File: src/rtl/lfsr_stream_gen.sv
// Fibonacci LFSR generator with a valid/ready output stream, run-time seed load, zero-state recovery and wrap pulse.
// Optional step counter output enabled by defining LFSR_STEP_COUNT_EN.
module lfsr_stream_gen #(
    parameter int              WIDTH = 16,
    parameter logic [WIDTH-1:0] TAPS = 16'b0000000000101101,
    parameter logic [WIDTH-1:0] SEED = 16'b1010110011100001
) (
    input  logic             clk,
    input  logic             reset,
    input  logic             load,
    input  logic [WIDTH-1:0] load_value,
    input  logic             q_ready,
    output logic             q_valid,
    output logic [WIDTH-1:0] q,
    output logic             bit_out,
    output logic             wrap,
    output logic             lockup
`ifdef LFSR_STEP_COUNT_EN
    ,
    output logic [WIDTH-1:0] step_count
`endif
);

    if (SEED == '0) begin : g_bad_seed
        $error("lfsr_stream_gen: SEED must be non-zero");
    end
    if (WIDTH < 3 || WIDTH > 32) begin : g_bad_width
        $error("lfsr_stream_gen: WIDTH must be within 3..32");
    end

    logic [WIDTH-1:0] state_q, state_d;
    logic [WIDTH-1:0] shift_nxt;
    logic             valid_q, valid_d;
    logic             wrap_q, wrap_d;
    logic             lock_q, lock_d;
    logic             step;
    logic             fb;

    always_comb begin
        step      = valid_q & q_ready;
        fb        = ^(state_q & TAPS);
        shift_nxt = {fb, state_q[WIDTH-1:1]};
        state_d   = state_q;
        valid_d   = 1'b1;
        wrap_d    = 1'b0;
        lock_d    = 1'b0;
        // A load swallows a coincident step: the beat is consumed without advancing.
        if (load) begin
            if (load_value == '0) begin
                state_d = SEED;
                lock_d  = 1'b1;
            end else begin
                state_d = load_value;
            end
        end else if (step) begin
            if (shift_nxt == '0) begin
                state_d = SEED;
                lock_d  = 1'b1;
            end else begin
                state_d = shift_nxt;
                wrap_d  = (shift_nxt == SEED);
            end
        end
    end

    always_ff @(posedge clk) begin
        if (reset) begin
            state_q <= SEED;
            valid_q <= 1'b0;
            wrap_q  <= 1'b0;
            lock_q  <= 1'b0;
        end else begin
            state_q <= state_d;
            valid_q <= valid_d;
            wrap_q  <= wrap_d;
            lock_q  <= lock_d;
        end
    end

    assign q       = state_q;
    assign q_valid = valid_q;
    assign bit_out = state_q[0];
    assign wrap    = wrap_q;
    assign lockup  = lock_q;

`ifdef LFSR_STEP_COUNT_EN
    logic [WIDTH-1:0] cnt_q, cnt_d;

    always_comb begin
        cnt_d = cnt_q;
        if (load || lock_d || wrap_d) begin
            cnt_d = '0;
        end else if (step) begin
            cnt_d = cnt_q + WIDTH'(1);
        end
    end

    always_ff @(posedge clk) begin
        if (reset) begin
            cnt_q <= '0;
        end else begin
            cnt_q <= cnt_d;
        end
    end

    assign step_count = cnt_q;
`endif

endmodule

File: config.mk
export PLATFORM = sky130hd
export DESIGN_NAME = lfsr_stream_gen
export DESIGN_NICKNAME = d
export VERILOG_FILES = /design/src/rtl/lfsr_stream_gen.sv
export SDC_FILE = /design/constraint.sdc
export NUM_CORES = 1
export LEC_CHECK = 0
export BUFFER_PORTS_ARGS = -buffer_cell sky130_fd_sc_hd__buf_2
export CORE_UTILIZATION = 36
export DETAILED_ROUTE_END_ITERATION = 10
export SYNTH_ARGS = -nofsm -noshare
export SYNTH_HDL_FRONTEND = slang
export SYNTH_SLANG_ARGS = --single-unit
File: constraint.sdc
create_clock -name clk -period 1.7 [get_ports clk]
set_clock_uncertainty 0.15 [all_clocks]
set_input_delay 0.085 -clock clk [delete_from_list [all_inputs] [get_ports clk]]
set_output_delay 0.085 -clock clk [all_outputs]
set_load 0.02 [all_outputs]
==> results of run 1 <==
[state kept, by name, indices dropped and copies added, names as in the netlist]
register / cells
wrap: 1
q_valid: 1
lockup: 1
q: 16
[area by class of cell]
| type | count | share of cell area, % |
|---|---|---|
| clock buffers | 4 | 1.702 |
| repair buffers | 70 | 30.15 |
| multi-input cells | 88 | 38.25 |
| flip-flops and latches | 19 | 24.88 |
| well taps | 31 | 2.512 |
| inverters | 9 | 2.512 |
[worst reg2reg max path, cell delays in order (launching register included)]
cell	delay, ps
dfxtp_2	380
xor2_2	170
buf_4	160
xnor2_4	220
o21ai_1	130
a221o_1	340
[metal layers]
| metal | wire, um | vias up | track usage (%) |
|---|---|---|---|
| met1 | 1475 | 576 | 30.44 |
| li1 | - | 594 | - |
| met5 | 0 | - | 0 |
| met4 | 93 | 0 | 10.71 |
| met3 | 225 | 11 | 3.256 |
| met2 | 1585 | 59 | 36.66 |
[worst max path at each step]
stage                         startpoint  endpoint  slack (ps)  cells past startpoint
after global routing                q[2]    lockup         -20                      4
final                               q[5]     q[13]          60                      5
after global placement              q[5]      q[0]          40                      4
after floorplan                     q[3]     q[13]          30                      4
after CTS                 load_value[14]     q[13]          10                      6
after detailed placement            q[2]     q[13]           5                      5
[report_power, final]
group / switching [uW] / leakage [uW] / internal (uW) / total (uW)
Sequential: 33.8 / 0.000158 / 480 / 514
Clock: 144 / 0.0000150 / 91.5 / 235
Combinational: 207 / 0.000505 / 174 / 381
Total: 385 / 0.000678 / 746 / 1130
[cell families (layout without fill, tap and decap cells)]
family	count (synthesis)	count (layout)	share of synthesized area [%]
and+or+nand+nor	50	50	24.30
AOI/OAI and AO/OA	34	34	24.79
DFF	19	19	36.76
buffers and inverters	17	83	9.311
xor gates and xnor gates	4	4	4.838
[synth_stat cells (2+ instances only)]
cell type	number
inv_1	8
nor4_1	7
a221o_1	8
buf_6	2
nand2_1	11
nor2_1	17
o21ai_1	8
nand3_1	9
buf_4	3
dfxtp_1	19
clkbuf_1	2
a21oi_1	7
a311oi_1	8
[through the flow]
step | hold WS (ps) | setup TNS (ps) | instance area, um2 | worst slack, ps | cells
CTS | 7.238 | 0 | 1504 | 12.25 | 219
detailed placement | 241.9 | 0 | 1359 | 4.645 | 204
finish | 9.125 | 0 | 1544 | 56.79 | 221
floorplan | 115.8 | 0 | 1035 | 32.62 | 124
global placement | 233.6 | 0 | 1359 | 41.06 | 204
global route | 16.05 | -34.19 | 1544 | -17.85 | 221
[timing repair]
action / CTS / global route
endpoints found under the hold margin: 10 / 0
cloned: 0 / 0
resized for setup: 1 / 6
setup buffers: 1 / 2
setup endpoints to repair: 2 / 9
hold buffers: 10 / 0
pin swaps: 2 / 1
[placed cells by master (no fill, tap or decap), types with 8 or more instances in the layout]
| master | n |
|---|---|
| nand2_1 | 11 |
| nand3_1 | 9 |
| o21ai_1 | 8 |
| dlygate4sd3_1 | 10 |
| dfxtp_1 | 16 |
| buf_4 | 20 |
| a221o_1 | 8 |
| nor2_1 | 17 |
| inv_1 | 8 |
| a311oi_1 | 8 |
| buf_2 | 39 |
==> results.ini, run 1 <==
[run_status]
run_status=finished clean

[placed_design]
finalWeightedCongestion=0.8799
port_buffers=39
post-dp-hpwl_um=2399

[timing]
post-route-period-util_pct=96.66
worst_pin_slew_ps=431.6
setup_viol_count_final=0
max_freq_mhz=608.6
hold_violations=0
max_slew_violation_count=0
relSlewSlack_pct=70.96
period_minus_slack_ps=1643
unrepaired_setup_endpoints_after_global_routing=true

[worst_setup_path]
crit_path_end_kind=flip-flop
timing.critical_path.slowest_stage_cell=dfxtp_2
crit_start_category=flip-flop
critPathBufInv=1
r2r-start=q[5]
crit-reg2reg-capture=q[13]
critPathMaxStageDelay_ps=380
crit_family=compound AO/OA/AOI/OAI gates
cp_max_fo=8
path_cells=xor2_2 > buf_4 > xnor2_4 > o21ai_1 > a221o_1
timing.critical_path.arrival_ps=1690
setup.reg_to_reg.worst_slack_ps=60
cell_depth_of_the_worst_flop_to_flop_path=5
critical_path_class=flip-flop to flip-flop
required_ps=1740

[floorplanning]
core-area_um2=2734
fp.dieH_um=55.61
floorplan.initialDensity_pct=37.85
dieArea_um2=3092
ios=40
num_rows=19
die_width_um=55.61

[global_route]
global_route_wire_length_before_repair_um=5471
antenna_found_initial=0
grt_remaining_overflow=0
grt_pass1_vias=1128
grt_max_degree=20
gr_usage_total_pct=22.89

[synth]
synth-seq-area-share_pct=36.76
synth_async_sr_flop_share_pct=0
synth-edff-count=0
post-synth-top-area-fraction_pct=36.76
number_of_different_library_cells_in_the_post_synthesis_netlist=28
number_of_instances_in_the_synthesized_netlist=124
synthTopCellsByArea=dfxtp_1 (37%), a221o_1 (7.7%), a311oi_1 (6.8%)
synth_area_leader_cell=dfxtp_1
average_cell_area_after_synthesis_um2=8.345
netlist_area_um2=1035
synth-main-ff-cell=dfxtp_1
register_bit_count_reported_by_yosys=19
yosysWarningCount=0
synth_fp_nets=144

[route]
drtAntennaViolNets=0
avgViaCountPerCell=5.611
detail_route.wl_per_cell_um=15.29
postRouteWirelength_um=3379
number_of_detailed_routing_iterations_run_before_antenna_repair=5
drt_drc_violations_left=0
routed-via-count=1240
drt_iter0_markers=61

[flow_run]
cap_viol_max_count=0

[final_layout]
multi_input_area_um2=590.6
fillers=240
nets=211
utilization_pct=56.48
antenna-diode-count=0
proportion_of_layout_cells_with_a_drive_suffix_above_1_pct=40.00
final-seq-area_um2=384.1
areaGrowthSynthToFinish_pct=49.21

[clocking]
clk_root_buffer_cell=clkbuf_4
worst_skew_pair.late_latency_ps=300
cts_sinks=19
clockBufferDepth=2
tritoncts=done
cts_htree_levels=1
clkSlewWorstSetupHoldPaths_ps=110
numCtsBuffers=3

[power_and_ir_drop]
totalPowerFinal_uw=1130
power_density_nw_per_um2=732.1
static-leakage-power_uw=0.0006783
max-vdd-ir-drop_mv=0.5032

[worst_hold_path]
hold_path.startpoint=q_ready
timing.hold.worst_path_depth=3
worst_hold_path.endpoint=q[3]
min-delay-path-class=input pin to flip-flop

(Power assumes the default switching activity.)
==> run 2: changes to the inputs <==
--- a/config.mk
+++ b/config.mk
@@ -5,9 +5,11 @@
 export SDC_FILE = /design/constraint.sdc
 export NUM_CORES = 1
 export LEC_CHECK = 0
+export ABC_AREA = 1
 export BUFFER_PORTS_ARGS = -buffer_cell sky130_fd_sc_hd__buf_2
 export CORE_UTILIZATION = 36
 export DETAILED_ROUTE_END_ITERATION = 10
+export SLEW_MARGIN = 20
 export SYNTH_ARGS = -nofsm -noshare
 export SYNTH_HDL_FRONTEND = slang
 export SYNTH_SLANG_ARGS = --single-unit
==> results.ini, run 2 <==
[run_status]
run_status=finished with violations
failed_checks=design-rule violations

[route]
postRouteWirelength_um=3131
number_of_detailed_routing_iterations_run_before_antenna_repair=7
drt_iter0_markers=58
drtAntennaViolNets=0
detail_route.wl_per_cell_um=12.14
drt_drc_violations_left=4
routed-via-count=1301
avgViaCountPerCell=5.043

[placed_design]
finalWeightedCongestion=0.8134
preCtsSetupSlack_ps=333.9
post-dp-hpwl_um=2278
port_buffers=39

[power_and_ir_drop]
static-leakage-power_uw=0.0007368
p_sw_uw=390.0
max-vdd-ir-drop_mv=0.4752
share_seq_of_total_power_pct=47.8
internal_power_uw=696.8
power_frac_comb_pct=29.9
clockPowerShare_pct=22.3
swShare_pct=35.89
power_density_nw_per_um2=761.9

[timing]
worst_pin_slew_ps=387.1
relSlewSlack_pct=74.13
hold_violations=0
setup_viol_count_final=0
setup_ws_ps=233.3
unrepaired_setup_endpoints_after_global_routing=false
period_minus_slack_ps=1467
timing.setup.tns_ps=0
post-route-period-util_pct=86.28
max_slew_violation_count=0
holdWs_ps=6.098
max_freq_mhz=681.8

[synth]
synthTopCellsByArea=dfxtp_1 (35%), nand2_1 (20%), nor2_1 (9.1%)
number_of_instances_in_the_synthesized_netlist=178
register_bit_count_reported_by_yosys=19
yosysWarningCount=0
number_of_different_library_cells_in_the_post_synthesis_netlist=18
synth-main-ff-cell=dfxtp_1
synth_most_common_cell=nand2_1
average_cell_area_after_synthesis_um2=6.052
post-synth-top-area-fraction_pct=35.31
synth_area_leader_cell=dfxtp_1
synth-seq-area-share_pct=35.31
synth_fp_nets=198
netlist_area_um2=1077
synth_async_sr_flop_share_pct=0
synth-edff-count=0
yosys-top-cells-count=nand2_1 (56), nor2_1 (26), dfxtp_1 (19)

[clocking]
tritoncts=done
worst_skew_pair.late_latency_ps=310
clkSlewWorstSetupHoldPaths_ps=130
cts_htree_levels=1
clockBufferDepth=2
clk_root_buffer_cell=clkbuf_4
numCtsBuffers=3
cts_sinks=19

[floorplanning]
dieArea_um2=3215
die_width_um=56.71
ios=40
floorplan.initialDensity_pct=38.40
core-area_um2=2805
fp.dieH_um=56.71
num_rows=19

[worst_setup_path]
timing.critical_path.slowest_stage_cell=dlygate4sd3_1
required_ps=1790
crit_start_category=input pin
cp_max_fo=9
crit_family=simple AND/OR/NAND/NOR gates
timing.critical_path.mode_cell=nand2_1
critical_path_class=input pin to flip-flop
critPathMaxStageDelay_ps=530
crit_path_end_kind=flip-flop
timing.critical_path.arrival_ps=1550
critPathBufInv=2
path_cells=dlygate4sd3_1 > buf_2 > nor2_1 > nand2_1 > nor2_1 > nand2_1 > nand2_1 > nand3_1 > a21oi_1

[global_route]
gr_usage_total_pct=20.27
antenna_found_initial=0
global_route_wire_length_before_repair_um=5037
grt_max_degree=23
grt_remaining_overflow=0
grt_pass1_vias=1107

[final_layout]
largest_reg_flops=16
antenna-diode-count=0
nets=248
mostFrequentLayoutCell=nand2_1
most-common-layout-cells=nand2_1 (56), buf_2 (39), nor2_1 (26), dfxtp_1 (19)
proportion_of_layout_cells_with_a_drive_suffix_above_1_pct=23.35
areaGrowthSynthToFinish_pct=32.40

[flow_run]
cap_viol_max_count=0

[worst_hold_path]
min-delay-path-class=input pin to flip-flop

run 2: changes by cell type in the layout (fill, tap and decap cells not counted), sizes merged, moves of 8 or more:
| cell | delta |
|---|---|
| nor2 | +10 |
| buf | -17 |
| nand2 | +47 |
| a221o | -8 |
| inv | +10 |
| a311oi | -8 |
| o21ai | +8 |
run 2: cell type report:
class,count,area (um2)
Fill cell,319,1379
Multi-Input combinational cell,132,583.1
Sequential cell,19,380.4
Timing Repair Buffer,53,325.3
Inverter,19,71.32
Tap cell,31,38.79
Clock buffer,3,22.52
Clock inverter,1,5.005
run 2: through the flow:
stage / cells / cell area [um2] / util [%] / total power (uW)
global placement: 244 / 1299 / 46.30 / 834.0
finish: 258 / 1426 / 50.85 / 1087
detailed placement: 244 / 1299 / 46.30 / 837.3
CTS: 257 / 1416 / 50.49 / 1087
floorplan: 178 / 1077 / - / 730.7
global route: 258 / 1426 / 50.85 / 1157
run 2: final timing paths:
kind | start | cells after the start | endpoint | slack, ps
min | load_value[11] | 5 | q[11] | 6
max reg2reg | q[5] | 9 | q[7] | 290
max | load_value[14] | 9 | lockup | 230
min reg2reg | q[9] | 2 | q[8] | 360
run 2: what timing repair did:
item,4_1_cts,5_1_grt
endpoints found under the hold margin,10,1
resized for setup,0,0
setup buffers,0,0
hold buffers,9,1
endpoints found under the setup margin,0,0
run 2: worst reg2reg max path, cell delays in order, from the launching register on:
cell     delay [ps]
dfxtp_1         430
inv_2            50
nand2_1          50
nand2_1          60
nor2_1          120
nor2_2           70
nand2_2         140
nand3_1         100
nand2_1          70
nand2_1          50
run 2: cell families after synthesis:
kind of cell           after synthesis  share of synthesized area [%]
and+or+nand+nor                     99                          37.52
buffers and inverters               27                          10.57
AOI/OAI and AO/OA                   33                          16.61
DFF                                 19                          35.31
run 2: power by group through the flow:
stage	registers, uW	logic (uW)	clock network [uW]
finish	519	325	242
global placement	528	306	0
CTS	519	325	243
global route	526	358	273
floorplan	572	158	0
detailed placement	530	308	0
run 2: metal layers:
layer | vias to the layer above | GRT usage, % | wire (um)
met5 | - | 0 | 0
met4 | 0 | 9.286 | 42
met3 | 5 | 3.226 | 183
met2 | 41 | 30.95 | 1488
met1 | 586 | 27.79 | 1417
li1 | 669 | - | -
